===== src/rtl/pim_dma_cmd_queue_if.sv =====
// pim_dma_cmd_queue_if
//   Command push bus from the core into the PIM DMA command queue.
//   Signal names are from the queue's point of view (i_ = into the queue).
//   master : core side, drives the command and valid, samples ready
//   slave  : queue side, samples the command and valid, drives ready
interface pim_dma_cmd_queue_if;
  logic        i_cmd_valid;
  logic        o_cmd_ready;
  logic [2:0]  i_funct3;
  logic [3:0]  i_sel_pim;
  logic [12:0] i_size;
  logic [31:0] i_mem_addr;

  modport master (
    output i_cmd_valid, i_funct3, i_sel_pim, i_size, i_mem_addr,
    input  o_cmd_ready
  );

  modport slave (
    input  i_cmd_valid, i_funct3, i_sel_pim, i_size, i_mem_addr,
    output o_cmd_ready
  );
endinterface


===== src/rtl/pim_dma_cmd_queue.sv =====
// pim_dma_cmd_queue
//   Upstream feeder of the PIM DMA engine. Buffers PIM custom-instruction
//   commands in an in-order FIFO and issues them one at a time to the DMA as
//   a single-cycle enable pulse, then tracks DMA busy until the transfer ends.
//   Illegal commands (funct3 000/011 or size 0) are accepted and dropped,
//   setting a sticky error flag.
// Ports
//   i_clk, i_rst   clock, synchronous active-high reset
//   cmd            command push bus (valid/ready + funct3/sel_pim/size/mem_addr)
//   o_dma_en       one-cycle issue pulse to the DMA
//   o_funct3..o_mem_addr  issued command fields, held until the next issue
//   i_dma_busy     DMA busy status
//   o_cmd_done     one-cycle pulse when the issued command completes
//   o_pending      FIFO occupancy (command in flight not counted)
//   o_idle         fence condition: FIFO empty, no command in flight, DMA idle
//   i_err_clr      clears o_err
//   o_err          sticky illegal-command flag
module pim_dma_cmd_queue #(
  parameter  int DEPTH = 4,
  localparam int CNT_W = $clog2(DEPTH) + 1
) (
  input  logic                i_clk,
  input  logic                i_rst,
  pim_dma_cmd_queue_if.slave  cmd,
  output logic                o_dma_en,
  output logic [2:0]          o_funct3,
  output logic [3:0]          o_sel_pim,
  output logic [12:0]         o_size,
  output logic [31:0]         o_mem_addr,
  input  logic                i_dma_busy,
  output logic                o_cmd_done,
  output logic [CNT_W-1:0]    o_pending,
  output logic                o_idle,
  input  logic                i_err_clr,
  output logic                o_err
);

  localparam int              PTR_W    = $clog2(DEPTH);
  localparam logic [CNT_W-1:0] FULL_CNT = CNT_W'(DEPTH);

  typedef struct packed {
    logic [2:0]  funct3;
    logic [3:0]  sel_pim;
    logic [12:0] size;
    logic [31:0] mem_addr;
  } cmd_t;

  typedef enum logic [1:0] {
    S_IDLE,
    S_ISSUE,
    S_WAIT_BUSY,
    S_WAIT_DONE
  } state_t;

  cmd_t              fifo_q [DEPTH];
  cmd_t              cmd_in;
  cmd_t              issued_q;
  logic [PTR_W-1:0]  wr_ptr_q, rd_ptr_q;
  logic [CNT_W-1:0]  count_q;
  state_t            state_q, state_d;
  logic              err_q;

  logic full, empty;
  logic push_hs, illegal, push, pop;
  logic dma_en, cmd_done;

  // ---------------------------------------------------------------------------
  // Push side
  // ---------------------------------------------------------------------------
  assign cmd_in = {cmd.i_funct3, cmd.i_sel_pim, cmd.i_size, cmd.i_mem_addr};

  assign full  = (count_q == FULL_CNT);
  assign empty = (count_q == '0);

  // Ready depends only on occupancy: a pop in the same cycle never frees a
  // slot for a push into a full queue.
  assign cmd.o_cmd_ready = !full;

  assign push_hs = cmd.i_cmd_valid && !full;
  assign illegal = (cmd.i_funct3 == 3'b000) || (cmd.i_funct3 == 3'b011) ||
                   (cmd.i_size == 13'd0);
  // Illegal commands still complete the handshake so the core never stalls
  // on them; they just never reach the FIFO.
  assign push    = push_hs && !illegal;

  // ---------------------------------------------------------------------------
  // Issue FSM
  // ---------------------------------------------------------------------------
  always_ff @(posedge i_clk) begin
    if (i_rst) state_q <= S_IDLE;
    else       state_q <= state_d;
  end

  always_comb begin
    state_d  = state_q;
    pop      = 1'b0;
    dma_en   = 1'b0;
    cmd_done = 1'b0;
    case (state_q)
      S_IDLE: begin
        // Busy may still be high from a transfer abandoned by reset; wait it out.
        if (!empty && !i_dma_busy) begin
          pop     = 1'b1;
          state_d = S_ISSUE;
        end
      end
      S_ISSUE: begin
        dma_en  = 1'b1;
        state_d = S_WAIT_BUSY;
      end
      S_WAIT_BUSY: begin
        if (i_dma_busy) state_d = S_WAIT_DONE;
      end
      S_WAIT_DONE: begin
        if (!i_dma_busy) begin
          cmd_done = 1'b1;
          state_d  = S_IDLE;
        end
      end
      default: state_d = S_IDLE;
    endcase
  end

  // ---------------------------------------------------------------------------
  // FIFO storage and pointers
  // ---------------------------------------------------------------------------
  // Storage itself needs no reset: pointers and count define validity.
  always_ff @(posedge i_clk) begin
    if (push) fifo_q[wr_ptr_q] <= cmd_in;
  end

  // DEPTH is a power of two, so pointer wrap is the natural overflow.
  always_ff @(posedge i_clk) begin
    if (i_rst) begin
      wr_ptr_q <= '0;
      rd_ptr_q <= '0;
      count_q  <= '0;
    end else begin
      if (push) wr_ptr_q <= wr_ptr_q + 1'b1;
      if (pop)  rd_ptr_q <= rd_ptr_q + 1'b1;
      case ({push, pop})
        2'b10:   count_q <= count_q + 1'b1;
        2'b01:   count_q <= count_q - 1'b1;
        default: count_q <= count_q;
      endcase
    end
  end

  // Issued fields are loaded on pop so they are stable for the whole ISSUE
  // cycle and stay put until the next command is popped.
  always_ff @(posedge i_clk) begin
    if (i_rst)    issued_q <= '0;
    else if (pop) issued_q <= fifo_q[rd_ptr_q];
  end

  // ---------------------------------------------------------------------------
  // Sticky error: a dropped command outranks a same-cycle clear.
  // ---------------------------------------------------------------------------
  always_ff @(posedge i_clk) begin
    if (i_rst)                    err_q <= 1'b0;
    else if (push_hs && illegal)  err_q <= 1'b1;
    else if (i_err_clr)           err_q <= 1'b0;
  end

  // ---------------------------------------------------------------------------
  // Outputs
  // ---------------------------------------------------------------------------
  assign o_dma_en   = dma_en;
  assign o_cmd_done = cmd_done;
  assign o_funct3   = issued_q.funct3;
  assign o_sel_pim  = issued_q.sel_pim;
  assign o_size     = issued_q.size;
  assign o_mem_addr = issued_q.mem_addr;
  assign o_pending  = count_q;
  assign o_idle     = (state_q == S_IDLE) && empty && !i_dma_busy;
  assign o_err      = err_q;

  // ---------------------------------------------------------------------------
  // Properties
  // ---------------------------------------------------------------------------
  a_en_single: assert property (@(posedge i_clk) disable iff (i_rst)
    o_dma_en |=> !o_dma_en);

  a_count_range: assert property (@(posedge i_clk) disable iff (i_rst)
    count_q <= FULL_CNT);

endmodule

===== src/flat_wrapper.sv =====
// flat-port wrapper written by rule: the top's interface ports become plain ports
module pim_dma_cmd_queue_flat 
#(
  parameter  int DEPTH = 4,
  localparam int CNT_W = $clog2(DEPTH) + 1
)
  (i_clk, i_rst, o_dma_en, o_funct3, o_sel_pim, o_size, o_mem_addr, i_dma_busy, o_cmd_done, o_pending, o_idle, i_err_clr, o_err, cmd_i_cmd_valid, cmd_i_funct3, cmd_i_sel_pim, cmd_i_size, cmd_i_mem_addr, cmd_o_cmd_ready);
  pim_dma_cmd_queue_if cmd_i ();
  input  logic i_clk;
  input  logic i_rst;
  output logic o_dma_en;
  output logic [2:0] o_funct3;
  output logic [3:0] o_sel_pim;
  output logic [12:0] o_size;
  output logic [31:0] o_mem_addr;
  input  logic i_dma_busy;
  output logic o_cmd_done;
  output logic [CNT_W-1:0] o_pending;
  output logic o_idle;
  input  logic i_err_clr;
  output logic o_err;
  input wire logic [$bits(cmd_i.i_cmd_valid)-1:0] cmd_i_cmd_valid;
  input wire logic [$bits(cmd_i.i_funct3)-1:0] cmd_i_funct3;
  input wire logic [$bits(cmd_i.i_sel_pim)-1:0] cmd_i_sel_pim;
  input wire logic [$bits(cmd_i.i_size)-1:0] cmd_i_size;
  input wire logic [$bits(cmd_i.i_mem_addr)-1:0] cmd_i_mem_addr;
  output wire logic [$bits(cmd_i.o_cmd_ready)-1:0] cmd_o_cmd_ready;
  assign cmd_i.i_cmd_valid = cmd_i_cmd_valid;
  assign cmd_i.i_funct3 = cmd_i_funct3;
  assign cmd_i.i_sel_pim = cmd_i_sel_pim;
  assign cmd_i.i_size = cmd_i_size;
  assign cmd_i.i_mem_addr = cmd_i_mem_addr;
  assign cmd_o_cmd_ready = cmd_i.o_cmd_ready;
  pim_dma_cmd_queue #(.DEPTH(DEPTH)) u_core (.i_clk(i_clk), .i_rst(i_rst), .cmd(cmd_i), .o_dma_en(o_dma_en), .o_funct3(o_funct3), .o_sel_pim(o_sel_pim), .o_size(o_size), .o_mem_addr(o_mem_addr), .i_dma_busy(i_dma_busy), .o_cmd_done(o_cmd_done), .o_pending(o_pending), .o_idle(o_idle), .i_err_clr(i_err_clr), .o_err(o_err));
endmodule

===== config.mk =====
export PLATFORM = sky130hd
export DESIGN_NAME = pim_dma_cmd_queue_flat
export DESIGN_NICKNAME = d
export VERILOG_FILES = /design/src/rtl/pim_dma_cmd_queue_if.sv /design/src/rtl/pim_dma_cmd_queue.sv /design/src/flat_wrapper.sv
export SDC_FILE = /design/constraint.sdc
export NUM_CORES = 1
export LEC_CHECK = 0
export ABC_AREA = 1
export ABC_CLOCK_PERIOD_IN_PS = 11300
export BUFFER_PORTS_ARGS = -buffer_cell sky130_fd_sc_hd__buf_2
export CAP_MARGIN = 25
export CORE_ASPECT_RATIO = 1.75
export CORE_MARGIN = 10
export CORE_UTILIZATION = 60
export DETAILED_ROUTE_END_ITERATION = 10
export HOLD_SLACK_MARGIN = 0.02
export MAX_ROUTING_LAYER = met4
export PLACE_DENSITY = 0.82
export SETUP_SLACK_MARGIN = 0.15
export SYNTH_ARGS = -nofsm -noshare
export SYNTH_HDL_FRONTEND = slang
export SYNTH_SLANG_ARGS = --single-unit

===== constraint.sdc =====
create_clock -name i_clk -period 11.3 [get_ports i_clk]
set_clock_uncertainty 0.1 [all_clocks]
set_input_delay 1.13 -clock i_clk [delete_from_list [all_inputs] [get_ports i_clk]]
set_output_delay 1.13 -clock i_clk [all_outputs]
set_load 0.005 [all_outputs]

==> impl_metrics.py, run 1 <==
metrics = {
    "run_status": {
        "status": "completed",
    },
    "sta": {
        "fmax_ghz": 0.282,
        "hold_violations": 0,
        "timing.final.crit_share": 0.314,
        "setup_viol": 0,
        "min_period_ns": 3.55,
        "rsz0062_at_grt": "no",
        "report.final.slew_viol_count": 0,
        "final.setup.tns_ns": 0,
        "tightest_slew_ns": 1.02,
        "relSlewSlack": 0.320,
    },
    "power_and_ir_drop": {
        "power.leakage_nw": 4.32,
        "peakVddDrop_mv": 0.163,
        "finalPower_mw": 2.65,
        "p_per_area_nw_per_um2": 227,
    },
    "critical_path": {
        "end_kind": "flop",
        "arrival_ns": 3.83,
        "reg2reg_to": "u_core.o_pending[2]",
        "required_ns": 11.58,
        "crit_fanout": 55,
        "worstSetupStartpoint": "i_dma_busy",
        "crit_path_start_kind": "input pin",
        "r2r_start": "u_core.state_q[0]",
        "timing_worst_setup_path_type": "input pin to flop",
        "worst_r2r_path_depth": 11,
        "critPathCapture": "u_core.o_pending[2]",
        "rrSetupSlack_ns": 7.93,
    },
    "detailed_routing": {
        "ant_nets": 0,
        "vias": 6616,
        "viasPerCell": 5.59,
        "dr.pass1.iters": 5,
        "drc": 0,
        "wire_per_inst_um": 18.0,
        "drtIter0Drc": 512,
        "routed_wl_um": 21300,
    },
    "yosys": {
        "synth_seq_cells": 270,
        "ys_seq_area_frac": 0.731,
        "synthDistinctLibCells": 30,
        "synth.most_common_cell": "nor2_1",
        "async_flop_share": 0,
        "synthesis.area_um2": 10200,
        "synthCells": 839,
        "syn_avg_cell_area_um2": 12.2,
        "yosys_warnings": 0,
        "synth.area.top_cells": "edfxtp_1 (61%), dfxtp_1 (12%), nor2_1 (8.3%), o21ai_0 (5.5%), o22ai_1 (3.2%)",
        "netlist.area_leader.share": 0.610,
        "synth_commonest_cells": "nor2_1 (227), edfxtp_1 (208), o21ai_0 (113)",
        "syn-num-nets": 907,
        "ys.flop_type": "edfxtp_1",
        "synth_edf_count": 208,
        "synth_top_area_cell": "edfxtp_1",
    },
    "global_route": {
        "grtUsageTotal": 0.183,
        "antenna_found_initial": 1,
        "grt_max_degree": 107,
        "grt_pass1_vias": 6490,
        "grt_first_pass_wirelength_um": 32700,
        "grt_overflow": 0,
    },
    "clock_network": {
        "cts_buffer_depth": 3,
        "cts_tree": "done",
        "cts.sinks": 270,
        "cts-root-buf": "clkbuf_16",
        "ctsHtreeMaxLevel": 1,
        "cts_setup_buffers": 0,
        "clk_pin_slew_worst_paths_ns": 0.06,
        "clk_latency_ns": 0.50,
        "cts_made_buffers": 22,
        "cts_resized": 0,
        "hold_buffers": 0,
    },
    "die": {
        "fp.dieH_um": 193,
        "start_util": 0.607,
        "coreArea_um2": 16900,
        "core.rowCount": 63,
        "ios": 117,
        "die_w_um": 119,
        "dieArea_um2": 22900,
    },
    "job": {
        "maxCapViolations": 0,
    },
    "placed_design": {
        "dpl.hpwl_um": 12200,
        "place.gp.congestion": 0.812,
        "io_buffers": 116,
    },
    "hold_path": {
        "worst_hold_path_type": "flop to flop",
    },
    "final_layout": {
        "syn_to_final_growth_pct": 14.1,
        "fin_nets": 1005,
        "drive_gt1_frac": 0.182,
    },
}
## layer usage
metal,vias up,GRT usage,wire [um]
met3,37,0.0372,1390
met2,221,0.324,11200
met1,3188,0.193,8140
met5,-,-,0
li1,3170,-,-
met4,0,0.0792,491
## cells by family (layout without fill, tap and decap cells)
logic type / count (synthesis) / count (layout) / synth area share
fa+ha+maj: 11 / 11 / 0.0142
other cells: 0 / 3 / 0
simple gates: 260 / 260 / 0.0988
flops: 270 / 270 / 0.731
buf+inv: 75 / 189 / 0.0391
compound gates: 223 / 223 / 0.116
## state kept, by name, indices dropped and copies added, names as in the netlist
register and flops:
u_core.wr_ptr_q 2, u_core.fifo_q 208, u_core.o_mem_addr 32, u_core.state_q 2, u_core.o_size 13, u_core.o_funct3 3, u_core.rd_ptr_q 2, u_core.o_pending 3
u_core.o_sel_pim 4, u_core.o_err 1
## worst max-delay path, stage by stage
cell	delay, ns
buf_2	0.10
inv_1	0.15
nand3_4	0.61
inv_6	0.69
ha_1	0.23
inv_1	0.06
fa_1	0.37
a21oi_1	0.14
o21ai_0	0.11
o21ai_0	0.15
a21oi_1	0.05
## stage by stage
stage	utilization	setup WS (ns)	instances	instance area (um2)	hold slack (ns)
floorplan	-	6.91	839	10200	0.354
global placement	0.645	7.25	1138	10900	0.355
CTS	0.689	7.74	1178	11600	0.379
global route	0.692	7.46	1181	11700	0.418
finish	0.692	7.75	1183	11700	0.381
detailed placement	0.645	7.23	1138	10900	0.362
## cell type report
cell class	instances	area, um2
Inverter	25	100
Multi-Input combinational cell	494	2380
Fill cell	1195	5190
Antenna cell	3	7.51
Clock buffer	29	618
Timing Repair Buffer	124	666
Tap cell	227	284
Clock inverter	11	130
Sequential cell	270	7490
## worst min-delay path by stage
| stage | cells after the start | to | startpoint | slack, ns |
|---|---|---|---|---|
| 3_5_place_dp | 2 | u_core.o_err | u_core.o_err | 0.36 |
| 3_3_place_gp | 2 | u_core.o_err | u_core.o_err | 0.35 |
| 4_1_cts | 2 | u_core.o_err | u_core.o_err | 0.38 |
| 2_1_floorplan | 2 | u_core.o_err | u_core.o_err | 0.35 |
| 5_1_grt | 2 | u_core.o_err | u_core.o_err | 0.42 |
| 6_report | 2 | u_core.o_err | u_core.o_err | 0.38 |
## cells in the final DEF (no fill, tap or decap), types with 2 or more instances in the layout
cell type,instances
a21oi_1,7
buf_12,2
buf_2,116
buf_4,6
bufinv_16,3
clkbuf_1,4
clkbuf_16,23
clkbuf_8,2
clkinv_1,4
clkinv_2,3
clkinvlp_4,2
dfxtp_1,60
diode_2,3
edfxtp_1,208
ha_1,10
inv_1,20
inv_2,3
nand2_1,24
nand4_1,2
nor2_1,223
nor2_4,4
o21ai_0,113
o21ai_1,48
o22ai_1,52
## where the power goes
group | switching, mW | internal [mW] | leakage (nW)
Sequential | 0.0547 | 1.21 | 2.41
Clock | 0.324 | 0.454 | 0.359
Combinational | 0.405 | 0.204 | 1.55
Total | 0.783 | 1.87 | 4.32
No activity file was read; power rests on OpenSTA's default activity.
==> inputs of run 2 (changes only) <==
--- a/config.mk
+++ b/config.mk
@@ -6,16 +6,16 @@
 export NUM_CORES = 1
 export LEC_CHECK = 0
 export ABC_AREA = 1
-export ABC_CLOCK_PERIOD_IN_PS = 11300
+export ABC_CLOCK_PERIOD_IN_PS = 3100
 export BUFFER_PORTS_ARGS = -buffer_cell sky130_fd_sc_hd__buf_2
 export CAP_MARGIN = 25
 export CORE_ASPECT_RATIO = 1.75
 export CORE_MARGIN = 10
-export CORE_UTILIZATION = 60
+export CORE_UTILIZATION = 52
 export DETAILED_ROUTE_END_ITERATION = 10
 export HOLD_SLACK_MARGIN = 0.02
 export MAX_ROUTING_LAYER = met4
-export PLACE_DENSITY = 0.82
+export PLACE_DENSITY = 0.75
 export SETUP_SLACK_MARGIN = 0.15
 export SYNTH_ARGS = -nofsm -noshare
 export SYNTH_HDL_FRONTEND = slang
==> constraint.sdc (replaced) <==
create_clock -name i_clk -period 3.1 [get_ports i_clk]
set_clock_uncertainty 0.1 [all_clocks]
set_input_delay 0.31 -clock i_clk [delete_from_list [all_inputs] [get_ports i_clk]]
set_output_delay 0.31 -clock i_clk [all_outputs]
set_load 0.005 [all_outputs]
==> run 2 against run 1 <==
Register-to-register slack got worse by 7.0 ns. Flip-flop and latch count is the same. Via count increased by 3.3%. Wire length is 8.9% higher.
==> impl_metrics.py, run 2 (same netlist as run 1, synthesis figures left out) <==
metrics = {
    "detailed_routing": {
        "ant_nets": 0,
        "wire_per_inst_um": 18.4,
        "routed_wl_um": 23100,
        "drc": 0,
        "viasPerCell": 5.44,
        "vias": 6833,
        "dr.pass1.iters": 5,
        "drtIter0Drc": 559,
    },
    "placed_design": {
        "place.gp.congestion": 0.777,
        "dp_slack_ns": 0.685,
        "dpl.hpwl_um": 13500,
        "io_buffers": 116,
    },
    "global_route": {
        "use_met3": 0.0227,
        "grt_overflow": 0,
        "grt_use_met2": 0.320,
        "antenna_found_initial": 0,
        "top_usage_layer": "met2",
        "grt_pass1_vias": 7141,
        "grt_first_pass_wirelength_um": 36800,
        "grt_max_degree": 65,
        "grt.met1_usage": 0.203,
        "grtUsageTotal": 0.178,
    },
    "critical_path": {
        "crit_family": "buffers and inverters",
        "required_ns": 3.39,
        "arrival_ns": 2.75,
        "critical_path.max_stage_delay_ns": 0.55,
        "critical_path.cell_chain": "dlygate4sd3_1, buf_2, or2_2, nor2_1, nand2_1, nand3_2, ha_1, inv_1, fa_1, a21oi_1, o21ai_0, o21ai_0, a21oi_1",
        "crit_path_start_kind": "input pin",
        "critPathBufInv": 3,
        "slowest_stage": "dlygate4sd3_1",
        "crit_fanout": 5,
        "end_kind": "flop",
        "timing_worst_setup_path_type": "input pin to flop",
    },
    "final_layout": {
        "fin_nets": 1067,
        "drive_gt1_frac": 0.177,
        "largest_reg_flops": 208,
        "n_fill_cell": 1489,
        "regMostFlops": "u_core.fifo_q",
        "utilization": 0.637,
        "layout_commonest_cell": "nor2_1",
        "syn_to_final_growth_pct": 20.1,
        "insertedDiodeCount": 0,
        "final_cell_mix": "nor2_1 (223), edfxtp_1 (208), buf_2 (116)",
    },
    "die": {
        "dieArea_um2": 25900,
        "coreArea_um2": 19300,
        "ios": 117,
        "fp.dieH_um": 206,
        "die_w_um": 126,
        "core.rowCount": 67,
        "start_util": 0.531,
    },
    "clock_network": {
        "cts_buffer_depth": 3,
        "clk_latency_ns": 0.51,
        "cts_resized": 0,
        "cts_made_buffers": 23,
        "cts_tree": "done",
        "clk_pin_slew_worst_paths_ns": 0.06,
        "cts_setup_buffers": 0,
        "cts.sinks": 270,
        "ctsHtreeMaxLevel": 1,
        "cts-root-buf": "clkbuf_16",
    },
    "power_and_ir_drop": {
        "finalPower_mw": 9.75,
        "peakVddDrop_mv": 0.576,
        "p_per_area_nw_per_um2": 793,
        "power.leakage_nw": 4.58,
    },
    "sta": {
        "fmax_ghz": 0.407,
        "final.setup.tns_ns": 0,
        "rsz0062_at_grt": "no",
        "hold_violations": 0,
        "tightest_slew_ns": 0.689,
        "report.final.slew_viol_count": 0,
        "relSlewSlack": 0.541,
        "min_period_ns": 2.46,
        "layout_setup_ws_ns": 0.640,
        "setup_viol": 0,
        "holdWs_ns": 0.236,
        "timing.final.crit_share": 0.793,
    },
    "run_status": {
        "status": "completed",
    },
    "job": {
        "maxCapViolations": 0,
    },
    "hold_path": {
        "worst_hold_path_type": "input pin to flop",
    },
}
## run 2: changes by cell type in the layout (fill, tap and decap cells not counted)
cell | previous run | this run
clkbuf_1 | 4 | 9
clkbuf_16 | 23 | 24
dlygate4sd3_1 | 0 | 54
buf_12 | 2 | 4
diode_2 | 3 | 0
inv_6 | 1 | 3
clkinv_1 | 4 | 1
buf_4 | 6 | 11
bufinv_16 | 3 | 1
clkinv_2 | 3 | 2
## run 2: final timing paths
| path | start | endpoint | slack [ns] | cells after the start |
|---|---|---|---|---|
| setup / recovery | cmd_i_size[1] | u_core.o_pending[2] | 0.64 | 13 |
| hold reg to reg | u_core.o_size[7] | u_core.o_size[7] | 0.41 | 2 |
| hold / removal | i_dma_busy | u_core.state_q[1] | 0.24 | 6 |
| setup reg to reg | u_core.state_q[1] | u_core.o_pending[2] | 0.96 | 11 |
## run 2: repair_timing
item | CTS | global route
setup endpoints to repair | 0 | 0
endpoints found under the hold margin | 210 | 0
hold buffers | 54 | 0
## run 2: layer usage
metal / up-vias / share of wire / wire [um]
met4: 0 / 0.022 / 507
met1: 3340 / 0.40 / 9360
met3: 42 / 0.039 / 892
met5: - / 0 / 0
li1: 3295 / - / -
met2: 156 / 0.54 / 12400
## run 2: worst register-to-register path, stage by stage, from the launching register on
cell and delay (ns):
dfxtp_1 0.34, inv_1 0.11, ha_1 0.25, nand3_4 0.12, inv_6 0.07, ha_1 0.13, inv_1 0.06, fa_1 0.37
a21oi_1 0.15, o21ai_0 0.12, o21ai_0 0.15, a21oi_1 0.05
## run 2: report_power, final
part | switching [mW] | internal [mW] | leakage [nW] | total, mW
combinational | 1.46 | 0.838 | 1.82 | 2.30
sequential | 0.256 | 4.40 | 2.41 | 4.65
clock | 1.23 | 1.57 | 0.350 | 2.80
## run 2: through the flow
stage,area [um2],instances
after floorplan,10200,839
after global routing,12300,1257
after CTS,12300,1257
after global placement,11000,1161
after detailed placement,11000,1161
final,12300,1257
## run 2: final cells by class
class,count,area (um2),share of cell area
Tap cell,241,302,0.0245
Clock inverter,7,71.3,0.00580
Timing Repair Buffer,185,1280,0.104
Multi-Input combinational cell,494,2380,0.194
Clock buffer,35,662,0.0539
Inverter,25,100,0.00814
Sequential cell,270,7490,0.610
